===== src/rtl/mem_port_arbiter.sv =====
// Arbitrates IF fetches and LSU loads/stores onto one single-ported memory,
// one transaction in flight, with responses routed back to the issuing requester.
module mem_port_arbiter #(
   parameter int AW         = 32,
   parameter int DW         = 32,
   parameter int LSU_PRIO   = 1,
   parameter int MAX_STARVE = 4
) (
   input  logic            clk,
   input  logic            rst,
   input  logic            i_if_flush,
   input  logic            if_req_valid,
   output logic            if_req_ready,
   input  logic [AW-1:0]   if_req_addr,
   output logic            if_resp_valid,
   output logic [DW-1:0]   if_resp_rdata,
   input  logic            lsu_req_valid,
   output logic            lsu_req_ready,
   input  logic [AW-1:0]   lsu_req_addr,
   input  logic            lsu_req_we,
   input  logic [DW-1:0]   lsu_req_wdata,
   input  logic [DW/8-1:0] lsu_req_wstrb,
   output logic            lsu_resp_valid,
   output logic [DW-1:0]   lsu_resp_rdata,
   output logic            mem_req_valid,
   input  logic            mem_req_ready,
   output logic [AW-1:0]   mem_req_addr,
   output logic            mem_req_we,
   output logic [DW-1:0]   mem_req_wdata,
   output logic [DW/8-1:0] mem_req_wstrb,
   input  logic            mem_resp_valid,
   input  logic [DW-1:0]   mem_resp_rdata
);

   localparam int SW = DW/8;
   localparam int CW = $clog2(MAX_STARVE + 1);

   localparam logic [1:0] S_IDLE  = 2'd0;
   localparam logic [1:0] S_ISSUE = 2'd1;
   localparam logic [1:0] S_WAIT  = 2'd2;

   logic [1:0]    state_q, state_d;
   logic          owner_q, owner_d;   // 1 = LSU owns the transaction
   logic [AW-1:0] addr_q, addr_d;
   logic          we_q, we_d;
   logic [DW-1:0] wdata_q, wdata_d;
   logic [SW-1:0] wstrb_q, wstrb_d;
   logic          drop_q, drop_d;
   logic [CW-1:0] starve_q, starve_d;
   logic          rr_q, rr_d;         // last granted, 1 = LSU
   logic          if_rv_q, if_rv_d;
   logic          lsu_rv_q, lsu_rv_d;
   logic [DW-1:0] if_rdata_q, if_rdata_d;
   logic [DW-1:0] lsu_rdata_q, lsu_rdata_d;

   logic if_elig, idle, pick_lsu, gnt_if, gnt_lsu, resp_take;

   assign if_elig = if_req_valid && !i_if_flush;
   assign idle    = (state_q == S_IDLE) && !rst;

   always_comb begin
      pick_lsu = 1'b0;
      if (LSU_PRIO != 0)
         pick_lsu = lsu_req_valid && !(if_elig && (starve_q == CW'(MAX_STARVE)));
      else
         pick_lsu = lsu_req_valid && (!if_elig || !rr_q);
   end

   assign gnt_lsu = idle && pick_lsu;
   assign gnt_if  = idle && if_elig && !pick_lsu;

   // A response arriving together with the request handshake completes it directly.
   assign resp_take = mem_resp_valid &&
                      ((state_q == S_WAIT) || ((state_q == S_ISSUE) && mem_req_ready));

   always_comb begin
      state_d     = state_q;
      owner_d     = owner_q;
      addr_d      = addr_q;
      we_d        = we_q;
      wdata_d     = wdata_q;
      wstrb_d     = wstrb_q;
      drop_d      = drop_q;
      starve_d    = starve_q;
      rr_d        = rr_q;
      if_rv_d     = 1'b0;
      lsu_rv_d    = 1'b0;
      if_rdata_d  = if_rdata_q;
      lsu_rdata_d = lsu_rdata_q;
      case (state_q)
         S_IDLE: begin
            drop_d = 1'b0;
            if (gnt_if || gnt_lsu) begin
               state_d = S_ISSUE;
               owner_d = gnt_lsu;
               rr_d    = gnt_lsu;
               addr_d  = gnt_lsu ? lsu_req_addr : if_req_addr;
               we_d    = gnt_lsu && lsu_req_we;
               wdata_d = gnt_lsu ? lsu_req_wdata : '0;
               wstrb_d = gnt_lsu ? lsu_req_wstrb : '0;
            end
            if (gnt_lsu && if_elig)
               starve_d = starve_q + CW'(1);
            else if (gnt_if || !if_elig)
               starve_d = '0;
         end
         S_ISSUE: begin
            if (mem_req_ready)
               state_d = mem_resp_valid ? S_IDLE : S_WAIT;
         end
         S_WAIT: begin
            if (mem_resp_valid)
               state_d = S_IDLE;
         end
         default: state_d = S_IDLE;
      endcase
      if ((state_q != S_IDLE) && !owner_q && i_if_flush)
         drop_d = 1'b1;
      if (resp_take) begin
         drop_d = 1'b0;
         if (owner_q) begin
            lsu_rv_d    = 1'b1;
            lsu_rdata_d = we_q ? '0 : mem_resp_rdata;
         end else if (!(drop_q || i_if_flush)) begin
            if_rv_d    = 1'b1;
            if_rdata_d = mem_resp_rdata;
         end
      end
   end

   always_ff @(posedge clk) begin
      if (rst) begin
         state_q     <= S_IDLE;
         owner_q     <= 1'b0;
         addr_q      <= '0;
         we_q        <= 1'b0;
         wdata_q     <= '0;
         wstrb_q     <= '0;
         drop_q      <= 1'b0;
         starve_q    <= '0;
         rr_q        <= 1'b0;
         if_rv_q     <= 1'b0;
         lsu_rv_q    <= 1'b0;
         if_rdata_q  <= '0;
         lsu_rdata_q <= '0;
      end else begin
         state_q     <= state_d;
         owner_q     <= owner_d;
         addr_q      <= addr_d;
         we_q        <= we_d;
         wdata_q     <= wdata_d;
         wstrb_q     <= wstrb_d;
         drop_q      <= drop_d;
         starve_q    <= starve_d;
         rr_q        <= rr_d;
         if_rv_q     <= if_rv_d;
         lsu_rv_q    <= lsu_rv_d;
         if_rdata_q  <= if_rdata_d;
         lsu_rdata_q <= lsu_rdata_d;
      end
   end

   assign if_req_ready   = gnt_if;
   assign lsu_req_ready  = gnt_lsu;
   assign if_resp_valid  = if_rv_q;
   assign if_resp_rdata  = if_rdata_q;
   assign lsu_resp_valid = lsu_rv_q;
   assign lsu_resp_rdata = lsu_rdata_q;
   assign mem_req_valid  = (state_q == S_ISSUE);
   assign mem_req_addr   = addr_q;
   assign mem_req_we     = we_q;
   assign mem_req_wdata  = wdata_q;
   assign mem_req_wstrb  = wstrb_q;

endmodule

===== config.mk =====
export PLATFORM = sky130hd
export DESIGN_NAME = mem_port_arbiter
export DESIGN_NICKNAME = d
export VERILOG_FILES = /design/src/rtl/mem_port_arbiter.sv
export SDC_FILE = /design/constraint.sdc
export NUM_CORES = 1
export LEC_CHECK = 0
export CAP_MARGIN = 20
export CORE_MARGIN = 2
export CORE_UTILIZATION = 25
export DETAILED_ROUTE_END_ITERATION = 6
export DONT_BUFFER_PORTS = 1
export GPL_ROUTABILITY_DRIVEN = 1
export SLEW_MARGIN = 30
export SYNTH_ARGS = -nofsm -noshare
export SYNTH_HDL_FRONTEND = slang
export SYNTH_SLANG_ARGS = --single-unit

===== constraint.sdc =====
create_clock -name clk -period 1.8 [get_ports clk]
set_input_delay 0.18 -clock clk [delete_from_list [all_inputs] [get_ports clk]]
set_output_delay 0.18 -clock clk [all_outputs]
set_load 0.1 [all_outputs]

==> After elaboration in Yosys (flattened, before gate mapping) <==
Cells that the tools add are included.
{ "totals": {"input_bits": 140, "ff_bits": 142, "elab_cells": 72, "out_inout_bits": 138} }
{ "op_classes": {"add_sub_neg": 1, "reduce_logical": 35, "n_eq_ne": 6, "bitwise": 3, "mux": 15} }
{ "op_table": {"columns": ["op", "count"], "rows": [
  ["$mux W32", 3],
  ["$logic_and A1 B1 Y1", 13],
  ["$mux W2", 4],
  ["$logic_not A1 Y1", 6],
  ["$mux W3", 2],
  ["$pmux W2 S3", 1],
  ["$reduce_and A2 Y1", 3],
  ["$reduce_and A3 Y1", 2],
  ["$reduce_bool A2 Y1", 3],
  ["$logic_or A1 B1 Y1", 4],
  ["$mux W1", 4],
  ["$mux W4", 1],
  ["$ne A2 B1 Y1 const B", 2],
  ["$reduce_or A2 Y1", 2],
  ["$add A3 B1 Y3 const B", 1],
  ["$eq A3 B3 Y1 const B", 1],
  ["$not A1 Y1", 3],
  ["$reduce_or A3 Y1", 1],
  ["$eq A2 B1 Y1 const B", 1],
  ["$eq A2 B2 Y1 const B", 1],
  ["$logic_not A2 Y1", 1],
  ["$ne A2 B2 Y1 const B", 1]
]} }

==> Depth between registers and ports, before layout <==
{ "logic_depth": {"word_depth": 10, "mapped_depth": 8, "mapped_depth_nobuf": 6} }

==> Worst setup path before layout <==
OpenSTA, ideal clock, no wires.
{ "synth_path": {"path_kind": "reg2out", "startpoint": "register state_q[1]", "endpoint": "output port if_req_ready", "path_slack_ns": -0.946, "t_arrival_ns": 2.566, "stages_incl_launch_ff": 6, "t_required_ns": 1.620, "path_cell_list": "dfxtp_1 > buf_2 > nor3_4 > clkbuf_1 > nand2_1 > a21oi_1"} }
{ "synth_via": {"elab_chain_cells": 4} }
{ "synth_lines": {"columns": ["item", "line_no", "text"], "rows": [
  ["from (decl)", "42", "logic [1:0] state_q, state_d;"],
  ["from (signal assigned)", "147", "state_q <= state_d;"],
  ["$logic_not A2 Y1", "59", "assign idle = (state_q == S_IDLE) && !rst;"],
  ["$logic_and A1 B1 Y1", "59", null],
  ["$logic_and A1 B1 Y1 (2 in a row)", "70", "assign gnt_if = idle && if_elig && !pick_lsu;"],
  ["to (decl)", "13", "output logic if_req_ready,"]
]} }
No other way between the ends.

==> Worst setup path after layout <==
{ "layout_path": {"startpoint": "register state_q[0]", "endpoint": "output port if_req_ready"} }
The elaborated chain is that of the path after synthesis.

==> metrics.txt <==
die width=159 um; clk root buf=clkbuf_16; initial antenna violation count=0; Layout area overhead=53.8%; Worst-Skew Late Latency=0.42 ns; Fmax=0.581 GHz; I/O pins=278; nature of the critical path endpoint=output pin; setup TNS=0 ns; Residual DRC=0; total global-route track usage=15.4%; CTS buffer count=17; Reg clk slew, reported paths=0.07 ns; HP Class=in2reg; fin util=39.3%; Final Hold Viols=0; Post-Syn Nets=788; Yosys reg bits=142; Core Rows=56; Multi-input gate area=2750 um^2; CORE AREA=23500 um^2; Clock power frac=39.2%; Worst Max-Slew Pin Slew=0.649 ns; synthesized instance count=646; Min Clock Period, post-route=1.72 ns; Routed WL per cell=16.8 um; final hold slack=0.0186 ns; area leader, netlist=dfxtp_1; post-synthesis area per instance=9.28 um^2; Storage cell area=2850 um^2; Syn Std Cell Area=5990 um^2; Starting Density=25.5%; Initial DRC Count=366; Non-Filler Instances=1201; Leak=3.79 nW; via count of the first global-routing pass=5820; crit path max fanout=10; post-synth cell types=40; largest net degree at the start of global routing=87; Final Max Slew Viols=0; fill count=2285; Main synth FF type=dfxtp_1; antenna-violating nets left=0; number of synthesized flops with an enable pin=0; # port buffers=0; status=complete, no violations; unrepaired setup endpoints after global routing=no; NetSw=3.11 mW; final global-route overflow total=0; CTS max path bufs=2; Switching Fraction=34.5%; crit share post-route=95.6%; vias=5870; CTS tree=yes; drt first pass iters=5; Slew HR=56.5%; logic gate share of total power=23.6%; top cell type's share of synthesized area=47.4%; gpl congestion=0.777; n_diodes=0; Crit path required time=1.62 ns; clk sinks=142; Placed Cells=1051; final wirelength=20.2 mm; vias per inst=4.89; CP Class=reg2out; hpwl dp=12.2 mm; final setup fails=0; global-route wire length before repair=31.6 mm; Peak VDD IR=0.474 mV; Pwr Density=977 nW/um^2; share of power burned in registers=37.2%; H-Tree Level Count=4; Die Footprint=25200 um^2; worst path arrival time=1.54 ns; Area contributors post-synth=dfxtp_1 (47%), mux2i_1 (11%), nand2_1 (6.2%); die span in y=159 um; nature of the critical path startpoint=flop; internal power=5.90 mW; max cap viols=0; Final Skew=0.0124 ns; Seq/Total Area, Yosys=47.4%; Final nets=1011; layout cell share with drive strength beyond 1=24.1%; Tot Pwr=9.00 mW; FFs w/ async S/R, synth=0%; yosys warns=0
==> cells in the final DEF, fill, tap and decap left out, drive strengths merged, types with 2 or more instances in the layout <==
cell	instances
a31oi	34
clkbuf	20
nand4	3
dfxtp	142
nand4b	2
dlygate4sd3	110
a32o	37
ha	2
bufbuf	2
a21oi	6
nand3	65
o21ai	36
clkinvlp	3
nor2b	3
mux2i	64
a41o	32
inv	44
clkinv	2
buf	159
nand2b	3
nand2	99
==> cell usage after synthesis, types with 2 or more instances <==
master    count
dfxtp_1     142
nand2_1      99
mux2i_1      64
nand3_1      64
clkbuf_1     47
a32o_1       37
inv_1        36
o21ai_0      35
a31oi_1      34
a41o_1       32
buf_2        12
buf_6         6
a21oi_1       4
nand2b_1      3
nand4_1       3
nor2b_1       3
ha_1          2
==> through the flow <==
stage | area, um^2 | setup slack (ns)
after global routing | 9220 | 0.00453
after floorplan | 6000 | -0.334
after global placement | 7330 | 0.198
after CTS | 9210 | 0.0132
final | 9220 | 0.0784
after detailed placement | 7360 | 0.122
==> worst max-delay path: stages (launching register included) <==
cell     delay, ns
dfxtp_2       0.37
nor3_4        0.26
nand2_2       0.14
a21oi_4       0.17
buf_12        0.19
==> layer usage <==
metal / GRT usage, % / vias up / wire length (um)
met1: 17.7 / 2804 / 8290
met3: 4.83 / 20 / 1540
met2: 27.2 / 257 / 10000
met4: 5.29 / 0 / 330
met5: 0 / - / 0
li1: - / 2789 / -
==> registers in the layout, indices dropped and copies added, names as in the netlist <==
| signal | count |
|---|---|
| drop_q | 1 |
| mem_req_addr | 32 |
| mem_req_wstrb | 4 |
| mem_req_we | 1 |
| mem_req_wdata | 32 |
| lsu_resp_rdata | 32 |
| if_resp_valid | 1 |
| owner_q | 1 |
| lsu_resp_valid | 1 |
| state_q | 2 |
| starve_q | 3 |
| if_resp_rdata | 32 |
==> final timing paths <==
check	from	endpoint	slack [ns]	depth (start not counted)
max	state_q[0]	if_req_ready	0.08	4
min	lsu_req_addr[14]	mem_req_addr[14]	0.02	3
max reg2reg	starve_q[0]	mem_req_wdata[8]	0.15	8
min reg2reg	lsu_resp_rdata[12]	lsu_resp_rdata[12]	0.46	2
==> power by group through the flow <==
| stage | clock network [mW] | logic, mW | registers [mW] |
|---|---|---|---|
| 6_report | 3.53 | 2.13 | 3.35 |
| 5_1_grt | 3.79 | 2.21 | 3.36 |
| 4_1_cts | 3.67 | 2.12 | 3.34 |
| 3_5_place_dp | 0 | 1.83 | 3.41 |
| 3_3_place_gp | 0 | 1.81 | 3.41 |
| 2_1_floorplan | 0 | 0.506 | 4.38 |
==> cells by family after synthesis <==
logic type,after synthesis,synth area share (%)
flops,142,47.4
mux,64,10.7
fa+ha+maj,2,0.417
simple gates,184,14.4
buf+inv,105,7.64
compound gates,149,19.4
==> cell type report <==
| class | count | area share (%) |
|---|---|---|
| clock buffer | 20 | 4.95 |
| clock inverter | 12 | 1.36 |
| inverter | 38 | 1.63 |
| multi-input combinational | 399 | 29.8 |
| sequential | 142 | 30.9 |
| tap | 319 | 4.33 |
| timing repair buffer | 271 | 27.0 |
==> repair_timing <==
action                                 4_1_cts  5_1_grt
resized for setup                           11        3
cloned                                       2        0
hold buffers                               112        0
endpoints found under the hold margin      140        0
buffers inserted                             3        2
pin swaps                                    2        2
setup endpoints to repair                    2        3
(Power assumes the default switching activity.)
